[src/rtl/sum_bcd_display.sv]
// Converts an unsigned adder result to two BCD digits with a one-shift-per-clock
// double-dabble engine and drives two active-low seven-segment displays.
module sum_bcd_display #(
   parameter int WIDTH    = 5,
   parameter bit BLANK_LZ = 1'b1
) (
   input  logic             clk,
   input  logic             resetn,
   input  logic             in_valid,
   input  logic [WIDTH-1:0] in_data,
   output logic             in_ready,
   output logic             out_valid,
   output logic [7:0]       bcd_out,
   output logic [6:0]       HEX0,
   output logic [6:0]       HEX1
);

   // Handshake: a value transfers only on a rising edge with in_valid & in_ready;
   // in_ready is high only in IDLE, so in_valid during CONV/DONE is ignored.

   localparam int CW = $clog2(WIDTH + 1);
   localparam logic [6:0] SEG_BLANK = 7'b1111111;
   localparam logic [6:0] SEG_ZERO  = 7'b1000000;
   localparam logic [6:0] HEX1_RST  = BLANK_LZ ? SEG_BLANK : SEG_ZERO;

   typedef enum logic [1:0] {IDLE, CONV, DONE} state_t;

   state_t           state_q;
   logic [WIDTH-1:0] bin_q;
   logic [7:0]       scratch_q;
   logic [7:0]       scratch_adj;
   logic [7:0]       scratch_d;
   logic [CW-1:0]    count_q;
   logic             in_ready_q;
   logic             out_valid_q;
   logic [7:0]       bcd_q;
   logic [6:0]       hex0_q;
   logic [6:0]       hex1_q;

   function automatic logic [3:0] add3(input logic [3:0] n);
      return (n >= 4'd5) ? n + 4'd3 : n;
   endfunction

   function automatic logic [6:0] seg7(input logic [3:0] d);
      logic [6:0] s;
      case (d)
         4'd0:    s = 7'b1000000;
         4'd1:    s = 7'b1111001;
         4'd2:    s = 7'b0100100;
         4'd3:    s = 7'b0110000;
         4'd4:    s = 7'b0011001;
         4'd5:    s = 7'b0010010;
         4'd6:    s = 7'b0000010;
         4'd7:    s = 7'b1111000;
         4'd8:    s = 7'b0000000;
         4'd9:    s = 7'b0010000;
         default: s = SEG_BLANK;
      endcase
      return s;
   endfunction

   // One double-dabble step: correct nibbles, then shift in the next binary MSB.
   always_comb begin
      scratch_adj = {add3(scratch_q[7:4]), add3(scratch_q[3:0])};
      scratch_d   = {scratch_adj[6:0], bin_q[WIDTH-1]};
   end

   always_ff @(posedge clk) begin
      if (!resetn) begin
         state_q     <= IDLE;
         bin_q       <= '0;
         scratch_q   <= '0;
         count_q     <= '0;
         in_ready_q  <= 1'b1;
         out_valid_q <= 1'b0;
         bcd_q       <= 8'h00;
         hex0_q      <= SEG_ZERO;
         hex1_q      <= HEX1_RST;
      end else begin
         case (state_q)
            IDLE: begin
               if (in_valid) begin
                  bin_q      <= in_data;
                  scratch_q  <= '0;
                  count_q    <= CW'(WIDTH);
                  in_ready_q <= 1'b0;
                  state_q    <= CONV;
               end
            end
            CONV: begin
               scratch_q <= scratch_d;
               bin_q     <= bin_q << 1;
               count_q   <= count_q - CW'(1);
               // Last shift: publish the finished digits on this same edge.
               if (count_q == CW'(1)) begin
                  state_q     <= DONE;
                  out_valid_q <= 1'b1;
                  bcd_q       <= scratch_d;
                  hex0_q      <= seg7(scratch_d[3:0]);
                  hex1_q      <= (BLANK_LZ && scratch_d[7:4] == 4'd0) ? SEG_BLANK
                                                                      : seg7(scratch_d[7:4]);
               end
            end
            DONE: begin
               out_valid_q <= 1'b0;
               in_ready_q  <= 1'b1;
               state_q     <= IDLE;
            end
            default: state_q <= IDLE;
         endcase
      end
   end

   assign in_ready  = in_ready_q;
   assign out_valid = out_valid_q;
   assign bcd_out   = bcd_q;
   assign HEX0      = hex0_q;
   assign HEX1      = hex1_q;

endmodule

[config.mk]
export PLATFORM = sky130hd
export DESIGN_NAME = sum_bcd_display
export DESIGN_NICKNAME = d
export VERILOG_FILES = /design/src/rtl/sum_bcd_display.sv
export SDC_FILE = /design/constraint.sdc
export NUM_CORES = 1
export LEC_CHECK = 0
export CAP_MARGIN = 20
export CORE_ASPECT_RATIO = 0.8
export CORE_MARGIN = 4
export CORE_UTILIZATION = 49
export CTS_CLUSTER_DIAMETER = 80
export DETAILED_ROUTE_END_ITERATION = 16
export GPL_TIMING_DRIVEN = 0
export PLACE_DENSITY_LB_ADDON = 0.08
export REMOVE_ABC_BUFFERS = 1
export SYNTH_ARGS = -nofsm -noshare
export SYNTH_HDL_FRONTEND = slang
export SYNTH_SLANG_ARGS = --single-unit
[constraint.sdc]
create_clock -name clk -period 2.4 [get_ports clk]
set_input_delay 0.6 -clock clk [delete_from_list [all_inputs] [get_ports clk]]
set_output_delay 0.6 -clock clk [all_outputs]
set_load 0.1 [all_outputs]
==> impl_metrics.ini <==
[worst_setup_path]
cp_top_family = buffers and inverters
critical_path.cell_chain = clkdlybuf4s50_1
path_class = flip-flop to output port
start_kind = flip-flop
worstPathArrival_ps = 1770
timing.rr.start = scratch_q[1]
end_kind = output port
reg2reg_to = HEX1[5]
critPathMaxFanout = 2
path_buf_inv = 1
reg2reg_slack_ps = 120
reg2regPathDepth = 10
critPathRequiredTime_ps = 1800
slowest_stage = clkdlybuf4s50_1
slowest_delay_ps = 1130

[timing]
max_slew.worst_pin.slew_ps = 1000
period_needed_ps = 2370
fin_ws_ps = 29.1
fin_crit_sh_pct = 98.8
final.setup.tns_ps = 0
final-max-slew-violation-count = 0
skew_ps = 2.94
fmax_mhz = 422
hold_violations = 0
setup_viol = 0
slew_headroom_pct = 33.1

[power]
p_seq_share_pct = 49.5
swShare_pct = 31.2
clkPwrFrac_pct = 31.0
p_int_mw = 1.05
p_per_area_nw_per_um2 = 547
p_leak_nw = 1.12
power_mw = 1.52
ir_drop_v = 0.000426
combPwrFrac_pct = 19.5
switchingPower_uw = 474

[outcome]
outcome = finished clean

[logic_synthesis]
synthesis.area_sq_um = 2250
ys_ff_latch = 42
seq_area_frac_synth_pct = 37.3
synth_warnings = 0
yosysUniqueCellTypes = 53
netlist_instances = 267
syn_area_per_cell_sq_um = 8.44

[min_path]
hold-path-endpoint = HEX0[2]
hold_class = flip-flop to flip-flop
min_path_cells = 2
hold_start = HEX0[2]

[layout]
final_cell_mix = 39 x dfxtp_1, 32 x nand2_1, 32 x nor2_1, 20 x a21oi_1, 20 x clkdlybuf4s50_1
layout-drive-gt1-share_pct = 16.6
synthToLayoutAreaGrowth_pct = 23.3
diodes = 0
post-route-cell-area_sq_um = 2780
fin_nets = 316
final_common_cell = dfxtp_1

[floorplanning]
initial_core_util_pct = 52.3
die_area_sq_um = 5750
dieWidth_microns = 83.8
io_pins = 32
die-height_microns = 68.7
rows = 21
coreArea_sq_um = 4310

[detailed_routing]
drt-initial-drc-count = 162
wire_per_inst_microns = 14.7
drtAntennaViolNets = 0
avgViaCountPerCell = 5.65
vias = 1989
route.detailed.drc = 0
routed_wl_mm = 5.18
drt-pass1-iter-count = 4

[grt]
gr-usage-all-layers_pct = 18.1
grt_max_degree = 29
grt_pass1_vias = 1783
grt_antenna_before_repair = 0
grt_pass1_wl_mm = 8.40
overflow = 0

[placement]
gp_congestion = 0.894
dp_slack_ps = -688
dp_hpwl_mm = 3.55
post_dp_cell_area_sq_um = 2560
numPortBuffers = 31

[clock_tree]
clock_latency_ps = 290
cts_tree = built
clkSinkCount = 42
cts-htree-levels = 2
cts_made_buffers = 5
path_clk_slew_ps = 80
cts_buffer_depth = 2
root_buffer = clkbuf_8

[run]
cap_violations = 0
-- cell families after synthesis --
family          count (synthesis)  synth area share, %
compound gates                 74                 24.4
xor+xnor                        1                0.389
fa+ha+maj                      14                 7.77
buf+inv                        30                 5.66
flops                          42                 37.3
mux                             4                 2.89
simple gates                  102                 21.5
-- power by group through the flow --
stage               logic [mW]  registers, mW  clock network (mW)
CTS                      0.295          0.753               0.482
finish                   0.296          0.752               0.471
global placement         0.289          0.768                   0
global route             0.319          0.759               0.522
detailed placement       0.293          0.769                   0
floorplan                0.111          0.871                   0
-- worst max path at each step --
stage                       startpoint      end  slack [ps]  depth (start not counted)
after floorplan           scratch_q[1]  HEX1[5]         120                         10
after global placement          resetn  HEX1[1]        -680                          4
after detailed placement        resetn  HEX1[1]        -690                          4
after CTS                 scratch_q[5]  HEX1[0]           7                         10
after global routing      scratch_q[5]  HEX1[0]         -40                         10
final                          HEX0[4]  HEX0[4]          30                          1
-- cell type report --
class | count | area (sq um)
Inverter | 13 | 51.3
Clock buffer | 7 | 86.3
Sequential cell | 42 | 845
Timing Repair Buffer | 37 | 383
Clock inverter | 1 | 5.00
Tap cell | 57 | 71.3
Multi-Input combinational cell | 195 | 1340
Fill cell | 387 | 1530
-- cells in the mapped netlist (all sizes together) --
library cell | instances | area share, %
a21oi | 23 | 5.4
or3 | 1 | 0.28
mux4 | 1 | 1.0
clkinv | 1 | 0.17
o21ai | 11 | 2.4
a21o | 3 | 1.3
nor4b | 1 | 0.39
nor2b | 2 | 0.56
o311ai | 3 | 1.2
nand3 | 8 | 1.8
a211oi | 7 | 3.9
or2 | 4 | 1.2
clkbuf | 9 | 1.5
o2111a | 1 | 0.50
a22oi | 6 | 2.0
nor3 | 2 | 0.44
nor3b | 4 | 1.8
buf | 8 | 2.0
o22ai | 5 | 1.7
a31oi | 1 | 0.28
nand2b | 6 | 1.9
a311oi | 6 | 2.6
mux2i | 3 | 1.9
nor2 | 36 | 6.1
o211ai | 4 | 1.3
o21bai | 1 | 0.33
a2bb2oi | 1 | 0.39
o41ai | 1 | 0.72
dfxtp | 42 | 37
and2 | 1 | 0.28
xnor2 | 1 | 0.39
ha | 14 | 7.8
inv | 12 | 2.0
nand4 | 1 | 0.28
nand2 | 32 | 5.3
and3 | 2 | 0.56
o31ai | 1 | 0.33
nand3b | 2 | 0.67
-- through the flow --
| stage | hold slack (ps) | cells | utilization [%] |
|---|---|---|---|
| CTS | 455 | 348 | 62.4 |
| floorplan | 438 | 250 | - |
| finish | 451 | 352 | 64.5 |
| global placement | 440 | 338 | 59.3 |
| detailed placement | 443 | 339 | 59.5 |
| global route | 471 | 352 | 64.5 |
-- metal layers --
layer	GRT usage [%]	wire, microns
met1	25.4	2470
met5	0	0
met3	4.51	390
met2	27.7	2240
met4	5.42	72
-- sequential cells by signal, summed over array words and instances, names as in the netlist --
name / flops
HEX0: 7
in_ready: 1
HEX1: 7
count_q: 3
scratch_q: 8
state_q: 2
bcd_out: 8
out_valid: 1
bin_q: 5
-- what timing repair did --
action,4_1_cts,5_1_grt
buffers inserted,1,4
hold buffers,0,0
gates resized for setup,8,23
setup endpoints to repair,15,22
pin swaps,1,4
Note: power is estimated with default switching activity, not from simulation.
